## src/rtl/branch_unit_pkg.sv

```systemverilog
// Shared definitions for the branch unit: comparator condition codes and
// the sequencer FSM state encoding.
package branch_unit_pkg;

  // Condition codes, matching the comparator's decode table.
  typedef enum logic [3:0] {
    COND_EQ = 4'h0,
    COND_NE = 4'h1,
    COND_CS = 4'h2,
    COND_CC = 4'h3,
    COND_MI = 4'h4,
    COND_PL = 4'h5,
    COND_VS = 4'h6,
    COND_VC = 4'h7,
    COND_HI = 4'h8,
    COND_LS = 4'h9,
    COND_GE = 4'hA,
    COND_LT = 4'hB,
    COND_GT = 4'hC,
    COND_LE = 4'hD,
    COND_AL = 4'hE,
    COND_NV = 4'hF
  } cond_e;

  // Sequencer states.
  typedef enum logic [1:0] {
    ST_FETCH    = 2'd0,
    ST_RESOLVE  = 2'd1,
    ST_REDIRECT = 2'd2
  } bu_state_e;

endpackage

```

## src/rtl/branch_unit_if.sv

```systemverilog
// Decode / comparator / fetch-side signal bundle of the branch unit.
// master = decode and comparator side, slave = branch_unit.
interface branch_unit_if #(
  parameter int ADDR_W = 16,
  parameter int OFF_W  = 16
);
  logic              run;
  logic              instr_valid;
  logic              is_cmp;
  logic              is_branch;
  logic              is_link;
  logic [3:0]        cond_in;
  logic [OFF_W-1:0]  offset;
  logic              F;
  logic [ADDR_W-1:0] pc;
  logic              cmp_e;
  logic [3:0]        cond;
  logic              stall;
  logic              flush;
  logic              taken;
  logic [ADDR_W-1:0] lr;

  modport master (
    output run, instr_valid, is_cmp, is_branch, is_link, cond_in, offset, F,
    input  pc, cmp_e, cond, stall, flush, taken, lr
  );

  modport slave (
    input  run, instr_valid, is_cmp, is_branch, is_link, cond_in, offset, F,
    output pc, cmp_e, cond, stall, flush, taken, lr
  );
endinterface

```

## src/rtl/bu_target_add.sv

```systemverilog
// Sign-extends a two's complement displacement to the address width and adds
// it to a base address, wrapping modulo 2^ADDR_W.
module bu_target_add #(
  parameter int ADDR_W = 16,
  parameter int OFF_W  = 16
) (
  input  logic [ADDR_W-1:0] base,
  input  logic [OFF_W-1:0]  off,
  output logic [ADDR_W-1:0] sum
);
  logic [ADDR_W-1:0] off_ext;

  if (OFF_W >= ADDR_W) begin : g_trunc
    assign off_ext = off[ADDR_W-1:0];
  end else begin : g_sext
    assign off_ext = {{(ADDR_W-OFF_W){off[OFF_W-1]}}, off};
  end

  // Carry out of the top bit is dropped: address arithmetic wraps.
  assign sum = base + off_ext;
endmodule

```

## src/rtl/branch_unit.sv

```systemverilog
// Program-counter sequencer: advances the PC, enables the comparator on CMP,
// resolves conditional branches against the comparator's F result, redirects
// fetch on taken branches and optionally writes the link register.
module branch_unit
  import branch_unit_pkg::*;
#(
  parameter int                ADDR_W   = 16,
  parameter int                OFF_W    = 16,
  parameter logic [ADDR_W-1:0] RESET_PC = '0
) (
  input  logic             clk,
  input  logic             rst_n,
  branch_unit_if.slave     bus
);
  bu_state_e         state_q;
  logic [ADDR_W-1:0] pc_q;
  logic [ADDR_W-1:0] lr_q;
  logic [ADDR_W-1:0] tgt_q;
  logic [ADDR_W-1:0] bpc_q;
  logic [3:0]        cond_q;
  logic              link_q;
  logic              taken_q;

  logic [ADDR_W-1:0] pc_inc;
  logic [ADDR_W-1:0] bpc_inc;
  logic [ADDR_W-1:0] tgt_sum;
  logic              accept;
  logic              cmp_e;

  // Branch target, sequential PC and return address all share one adder shape.
  bu_target_add #(.ADDR_W(ADDR_W), .OFF_W(OFF_W)) u_tgt_add (
    .base (pc_q),
    .off  (bus.offset),
    .sum  (tgt_sum)
  );

  bu_target_add #(.ADDR_W(ADDR_W), .OFF_W(2)) u_pc_inc (
    .base (pc_q),
    .off  (2'b01),
    .sum  (pc_inc)
  );

  bu_target_add #(.ADDR_W(ADDR_W), .OFF_W(2)) u_bpc_inc (
    .base (bpc_q),
    .off  (2'b01),
    .sum  (bpc_inc)
  );

  // An instruction is consumed only in FETCH with fetch advancing.
  assign accept = (state_q == ST_FETCH) && bus.run && bus.instr_valid;

  // Comparator enable: same-cycle, suppressed when the instruction is a branch.
  always_comb begin
    // NOTE: default first so every path assigns cmp_e and no latch is inferred.
    cmp_e = 1'b0;
    if (accept && bus.is_cmp && !bus.is_branch) begin
      cmp_e = 1'b1;
    end
  end

  // Sequencer FSM with its PC, condition, link and branch-context registers.
  always_ff @(posedge clk or negedge rst_n) begin
    if (!rst_n) begin
      state_q <= ST_FETCH;
      pc_q    <= RESET_PC;
      cond_q  <= COND_NV;
      lr_q    <= '0;
      tgt_q   <= '0;
      bpc_q   <= '0;
      link_q  <= 1'b0;
      taken_q <= 1'b0;
    end else begin
      // NOTE: non-blocking assignments so every register sees pre-edge values.
      taken_q <= 1'b0;
      case (state_q)
        ST_FETCH: begin
          if (accept) begin
            if (bus.is_branch) begin
              cond_q  <= bus.cond_in;
              tgt_q   <= tgt_sum;
              bpc_q   <= pc_q;
              link_q  <= bus.is_link;
              state_q <= ST_RESOLVE;
            end else begin
              pc_q <= pc_inc;
            end
          end
        end
        ST_RESOLVE: begin
          cond_q <= COND_NV;
          if (bus.F) begin
            pc_q    <= tgt_q;
            taken_q <= 1'b1;
            if (link_q) begin
              lr_q <= bpc_inc;
            end
            state_q <= ST_REDIRECT;
          end else begin
            pc_q    <= bpc_inc;
            state_q <= ST_FETCH;
          end
        end
        ST_REDIRECT: begin
          state_q <= ST_FETCH;
        end
        default: begin
          state_q <= ST_FETCH;
        end
      endcase
    end
  end

  assign bus.pc    = pc_q;
  assign bus.lr    = lr_q;
  assign bus.cond  = cond_q;
  assign bus.taken = taken_q;
  assign bus.cmp_e = cmp_e;
  assign bus.stall = (state_q != ST_FETCH);
  assign bus.flush = (state_q == ST_REDIRECT);
endmodule

```

## src/flat_wrapper.sv

```systemverilog
// flat-port wrapper written by rule: the top's interface ports become plain ports
module branch_unit_flat import branch_unit_pkg::*;
#(
  parameter int                ADDR_W   = 16,
  parameter int                OFF_W    = 16,
  parameter logic [ADDR_W-1:0] RESET_PC = '0
)
  (clk, rst_n, bus_run, bus_instr_valid, bus_is_cmp, bus_is_branch, bus_is_link, bus_cond_in, bus_offset, bus_F, bus_pc, bus_cmp_e, bus_cond, bus_stall, bus_flush, bus_taken, bus_lr);
  branch_unit_if #(.ADDR_W(ADDR_W), .OFF_W(OFF_W)) bus_i ();
  input  logic clk;
  input  logic rst_n;
  input wire logic [$bits(bus_i.run)-1:0] bus_run;
  input wire logic [$bits(bus_i.instr_valid)-1:0] bus_instr_valid;
  input wire logic [$bits(bus_i.is_cmp)-1:0] bus_is_cmp;
  input wire logic [$bits(bus_i.is_branch)-1:0] bus_is_branch;
  input wire logic [$bits(bus_i.is_link)-1:0] bus_is_link;
  input wire logic [$bits(bus_i.cond_in)-1:0] bus_cond_in;
  input wire logic [$bits(bus_i.offset)-1:0] bus_offset;
  input wire logic [$bits(bus_i.F)-1:0] bus_F;
  output wire logic [$bits(bus_i.pc)-1:0] bus_pc;
  output wire logic [$bits(bus_i.cmp_e)-1:0] bus_cmp_e;
  output wire logic [$bits(bus_i.cond)-1:0] bus_cond;
  output wire logic [$bits(bus_i.stall)-1:0] bus_stall;
  output wire logic [$bits(bus_i.flush)-1:0] bus_flush;
  output wire logic [$bits(bus_i.taken)-1:0] bus_taken;
  output wire logic [$bits(bus_i.lr)-1:0] bus_lr;
  assign bus_i.run = bus_run;
  assign bus_i.instr_valid = bus_instr_valid;
  assign bus_i.is_cmp = bus_is_cmp;
  assign bus_i.is_branch = bus_is_branch;
  assign bus_i.is_link = bus_is_link;
  assign bus_i.cond_in = bus_cond_in;
  assign bus_i.offset = bus_offset;
  assign bus_i.F = bus_F;
  assign bus_pc = bus_i.pc;
  assign bus_cmp_e = bus_i.cmp_e;
  assign bus_cond = bus_i.cond;
  assign bus_stall = bus_i.stall;
  assign bus_flush = bus_i.flush;
  assign bus_taken = bus_i.taken;
  assign bus_lr = bus_i.lr;
  branch_unit #(.ADDR_W(ADDR_W), .OFF_W(OFF_W), .RESET_PC(RESET_PC)) u_core (.clk(clk), .rst_n(rst_n), .bus(bus_i));
endmodule
```

## config.mk

```make
export PLATFORM = sky130hd
export DESIGN_NAME = branch_unit_flat
export DESIGN_NICKNAME = d
export VERILOG_FILES = /design/src/rtl/branch_unit_pkg.sv /design/src/rtl/branch_unit_if.sv /design/src/rtl/bu_target_add.sv /design/src/rtl/branch_unit.sv /design/src/flat_wrapper.sv
export SDC_FILE = /design/constraint.sdc
export NUM_CORES = 1
export LEC_CHECK = 0
export BUFFER_PORTS_ARGS = -buffer_cell sky130_fd_sc_hd__buf_2
export CAP_MARGIN = 15
export CORE_MARGIN = 5
export CORE_UTILIZATION = 54
export DETAILED_ROUTE_END_ITERATION = 7
export MAX_ROUTING_LAYER = met4
export PLACE_DENSITY_LB_ADDON = 0.2
export SLEW_MARGIN = 10
export SYNTH_ARGS = -nofsm -noshare
export SYNTH_HDL_FRONTEND = slang
export SYNTH_SLANG_ARGS = --single-unit
export TNS_END_PERCENT = 1
```

## constraint.sdc

```tcl
create_clock -name clk -period 2.7 [get_ports clk]
set_input_delay 0.27 -clock clk [delete_from_list [all_inputs] [get_ports clk]]
set_output_delay 0.27 -clock clk [all_outputs]
set_load 0.005 [all_outputs]
```

## Word-level counts from Yosys, hierarchy flattened

Index checks and enable logic that the tools add are counted.

| word-level totals | value |
|---|---|
| register bits after elaboration | 72 |
| input bits | 28 |
| output and inout bits | 40 |
| logic and storage cells | 43 |

| operators by class | value |
|---|---|
| add/subtract/negate cells | 3 |
| equality and inequality tests | 5 |
| multiplexer cells | 14 |
| reductions and logical operators | 13 |

Operators by type and width:

| kind | number |
|---|---|
| $mux W16 | 3 |
| $add A16 B1 Y16 const B | 2 |
| $pmux W16 S2 | 1 |
| $add A16 B16 Y16 | 1 |
| $reduce_and A3 Y1 | 4 |
| $mux W4 | 2 |
| $pmux W4 S2 | 1 |
| $mux W2 | 3 |
| $logic_and A1 B1 Y1 | 4 |
| $ne A2 B2 Y1 const B | 2 |
| $pmux W2 S2 | 1 |
| $reduce_bool A2 Y1 | 2 |
| $mux W1 | 3 |
| $eq A2 B1 Y1 const B | 1 |
| $eq A2 B2 Y1 const B | 1 |
| $logic_not A2 Y1 | 1 |
| $ne A2 B1 Y1 const B | 1 |
| $reduce_and A2 Y1 | 1 |
| $logic_not A1 Y1 | 1 |

## Longest topological paths before layout

| depth | value |
|---|---|
| word-level depth | 6 |
| mapped depth | 8 |
| mapped depth without buffers | 8 |

## By module

Synthesis repeated with hierarchy kept, for this count alone.

| second synthesis, totals | value |
|---|---|
| cells, all modules | 513 |
| area total of the unflattened synthesis | 5313.8 um^2 |

Modules (own cells, without submodules):

| module | times used | cells each | area an instance (um^2) | seq. area each (um^2) |
|---|---|---|---|---|
| branch_unit | 1 | 213 | 3059.2 | 1806.7 |
| bu_target_add at u_core.u_bpc_inc ... | 2 | 98 | 724.4 | 0.0 |
| bu_target_add at u_core.u_tgt_add | 1 | 104 | 805.8 | 0.0 |

## Least setup slack after synthesis

Ideal clock, no wire load.

| timing path | value |
|---|---|
| path type | reg2reg |
| start | reg u_core.pc_q[0], in the netlist u_core.bus.pc[0] |
| end | reg u_core.tgt_q[12] |
| setup time | 133 ps |
| arrival | 1961 ps |
| required time | 2567 ps |
| slack | 606 ps |
| stages on the path, launching flop included | 9 |
| buffers on the path | 0 |
| clock period less this slack | 2094 ps |
| cells stage by stage | dfrtp_1 -> ha_1 -> inv_1 -> fa_1 -> nor2b_1 -> o2111ai_1 -> a31oi_1 -> a221oi_1 -> mux2i_1 |

| on the way | value |
|---|---|
| cells in the longest elaborated chain, start to end | 1 |

Ends and longest elaborated chain:

| element | RTL line | text |
|---|---|---|
| start, declared | branch_unit.sv:16 | `logic [ADDR_W-1:0] pc_q;` |
| start signal, assigned | branch_unit.sv:85 | `pc_q <= pc_inc;` |
| start signal, assigned | branch_unit.sv:92 | `pc_q <= tgt_q;` |
| start signal, assigned | branch_unit.sv:99 | `pc_q <= bpc_inc;` |
| $add A16 B16 Y16 | bu_target_add.sv:20 | `assign sum = base + off_ext;` |
| end signal, assigned | branch_unit.sv:80 | `tgt_q <= tgt_sum;` |
| end, declared | branch_unit.sv:18 | `logic [ADDR_W-1:0] tgt_q;` |

No other way between the ends.
A chain may end at the register's enable or synchronous reset.

## Worst setup path in the final report

Same ends and word-level chain as after synthesis.

==> reports/results.tsv <==
stage	metric	value	unit
grt	grt_use_met2	0.359	
timing	slew_headroom	0.490	
floorplanning	die-area	0.00996	mm2
timing	rsz0062_at_grt	false	
cells_and_area	nets	608	
synth	yosysSeqAreaShare	0.415	
timing	setup_tns	0	ns
floorplanning	io_pins	68	
critical_path	critPathKind	reg2reg	
timing	worst_pin_slew	0.761	ns
timing	fin_ws	0.306	ns
cells_and_area	antenna_cells	0	
pwr	power.density	922	mW/mm2
pwr	peakVddDrop	0.438	mV
cells_and_area	n_fill_cell	675	
synth	synthCells	489	
timing	drv_slew	0	
critical_path	startpoint_type	flop	
grt	first_global_vias	3687	
floorplanning	rows	32	
placed_design	hpwl	8220	um
cells_and_area	layout_common_cells	nand2_1, dfrtp_1, buf_2, a21oi_1, nor2_1	
timing	fmax	418	MHz
synth	syn-cell-area	0.00435	mm2
floorplanning	die_w	99.8	um
clock_tree	htree_num_levels	3	
status	status	completed	
route	via_per_inst	5.92	
timing	setup_violations	0	
clock_tree	clk-insertion-delay-late	0.35	ns
synth	syn_avg_cell_area	8.90	um2
pwr	p_leak	0.00246	uW
route	drt-total-wl	11100	um
grt	top_usage_layer	met2	
clock_tree	clkTransAtPathRegs	0.08	ns
route	postRouteAntennaNets	0	
floorplanning	initial_core_util	0.558	
clock_tree	cts_tree	done	
grt	track_usage	0.235	
timing	fin_crit	2.39	ns
floorplanning	placeableCoreArea	0.00781	mm2
route	drtPass1Iterations	7	
placed_design	io_buffers	67	
synth	ys.flop_type	dfrtp_1	
route	drc_errors	0	
grt	grt_pass1_wl	18200	um
critical_path	worst_setup_path_end_kind	flop	
cells_and_area	finish.cell_count_without_fillers	669	
clock_tree	clock_sink_count	72	
clock_tree	clk_path_buf_depth	2	
placed_design	gp_congestion	0.871	
floorplanning	die_y	99.8	um
clock_tree	root_buffer	clkbuf_8	
synth	async_flop_share	1.00	
grt	grt_overflow	0	
critical_path	cp.arrival	2.63	ns
route	wl_per_cell	16.6	um
route	drt_iter0_markers	229	
placed_design	placedCellCount	652	
route	vias	3960	
clock_tree	cts_buffers	9	
timing	fin_skew	0.00980	ns
synth	synth-seq-cells	72	
grt	gr-usage-met3	0.0341	
cells_and_area	final_common_cell	nand2_1	
timing	fin_crit_sh	0.887	
cells_and_area	area_delta_synth_final	17.0	%
grt	grt_max_degree	73	
synth	synth_cell_types	63	
synth	synthesis.nets	535	
critical_path	crit_required	2.93	ns
grt	met1_usage	0.327	
timing	hold_ws	0.105	ns
cells_and_area	drive_gt1_frac	0.215	
synth	yosys_warnings	0	
job	drv_cap	0	
critical_path	cp_max_fo	7	
grt	antenna_found_initial	0	
timing	finalHoldViolations	0	
clock_tree	cts_setup_buffers	0	
placed_design	place_ws	0.344	ns
min_path	hold_path.class	in2reg	
clock_tree	ctsResizeCount	0	
cells_and_area	final_util	0.653	
synth	synth_edf_count	0	
[per-layer routing]
metal  share of wire  vias to the layer above  wire [um]
li1                -                     1892          -
met1            0.46                     1885       5140
met4           0.019                        0        210
met5               0                        -          0
met3           0.077                       22        854
met2            0.44                      161       4880
[synthesized netlist by cell type (4+ instances only)]
cell      instances  area share
clkbuf_1         12       0.010
nor2_1           25       0.022
inv_1            15       0.013
mux2i_1           9       0.021
and3_1            5      0.0072
xnor2_1          17       0.034
ha_1             17       0.049
a221oi_1          4      0.0080
dfrtp_1          68        0.39
and2_1            4      0.0057
mux2_1            9       0.023
buf_2            10       0.011
o22ai_1           4      0.0057
xor2_1           11       0.022
nand3_1          24       0.028
nor2b_1           6      0.0086
o21ai_0          24       0.028
nand2_1          96       0.083
a211o_1           4      0.0080
o21ai_1           6      0.0069
or3_1             5      0.0072
nand2b_1          5      0.0072
nand4_1           9       0.013
a21oi_1          32       0.037
o211ai_1          4      0.0069
dfstp_2           4       0.024
nor3_1            8      0.0092
a31oi_1           4      0.0057
[power by group]
group / switching, uW / leakage (uW) / total [uW] / internal [uW]
combinational: 1010 / 0.00144 / 1840 / 831
clock: 416 / 0.000119 / 985 / 569
sequential: 400 / 0.000901 / 1870 / 1470
[metrics by stage]
step | cell area [um2] | total power [uW]
3_5_place_dp | 4850 | 3710
6_report | 5090 | 4700
3_3_place_gp | 4850 | 3650
2_1_floorplan | 4350 | 3000
4_1_cts | 5090 | 4690
5_1_grt | 5090 | 5020
[cell families (layout without fill, tap and decap cells)]
logic type	after synthesis	in the layout	share of synthesized area
and+or+nand+nor	205	205	0.232
DFF	72	72	0.415
adders and majority gates	18	18	0.0534
AOI/OAI and AO/OA	105	105	0.153
xor gates and xnor gates	28	28	0.0563
muxes	21	21	0.0517
buffers and inverters	40	118	0.0382
[timing repair]
action / in CTS / in global routing
endpoints found under the hold margin: 68 / 0
setup endpoints to repair: 0 / 0
hold buffers: 1 / 0
[flip-flops by register name, indices dropped and copies added, names as in the netlist]
name              cells
u_core.bpc_q         16
u_core.bus.cond       4
u_core.bus.lr        16
u_core.bus.pc        16
u_core.bus.taken      1
u_core.link_q         1
u_core.state_q        2
u_core.tgt_q         16
[worst paths after layout]
check / start / to / slack (ns) / cells after the start
setup reg to reg: u_core.bus.pc[0] / u_core.tgt_q[12] / 0.31 / 8
hold / removal: bus_is_link / u_core.link_q / 0.11 / 3
setup / recovery: u_core.bus.pc[0] / u_core.tgt_q[12] / 0.31 / 8
min in group asynchronous: rst_n / u_core.bus.lr[0] / 0.48 / 3
hold reg to reg: u_core.bus.lr[15] / u_core.bus.lr[15] / 0.47 / 1
max in group asynchronous: rst_n / u_core.bus.cond[2] / 1.89 / 3
[final cells by class]
| cell class | instances | area [um2] | share of cell area |
|---|---|---|---|
| clock buffers | 11 | 151 | 0.0297 |
| clock inverters | 5 | 78.8 | 0.0155 |
| inverters | 17 | 63.8 | 0.0125 |
| multi-input cells | 377 | 2380 | 0.467 |
| flip-flops and latches | 72 | 1810 | 0.355 |
| well taps | 102 | 128 | 0.0250 |
| repair buffers | 85 | 485 | 0.0953 |
[worst max-delay path, stage by stage (launching register included)]
cell       delay, ns
dfrtp_1         0.48
ha_1            0.26
inv_1           0.07
fa_1            0.39
nor2b_1         0.15
o2111ai_1       0.19
a31oi_1         0.43
a221oi_1        0.17
mux2i_1         0.14
Power figures use the tool's default switching activity.
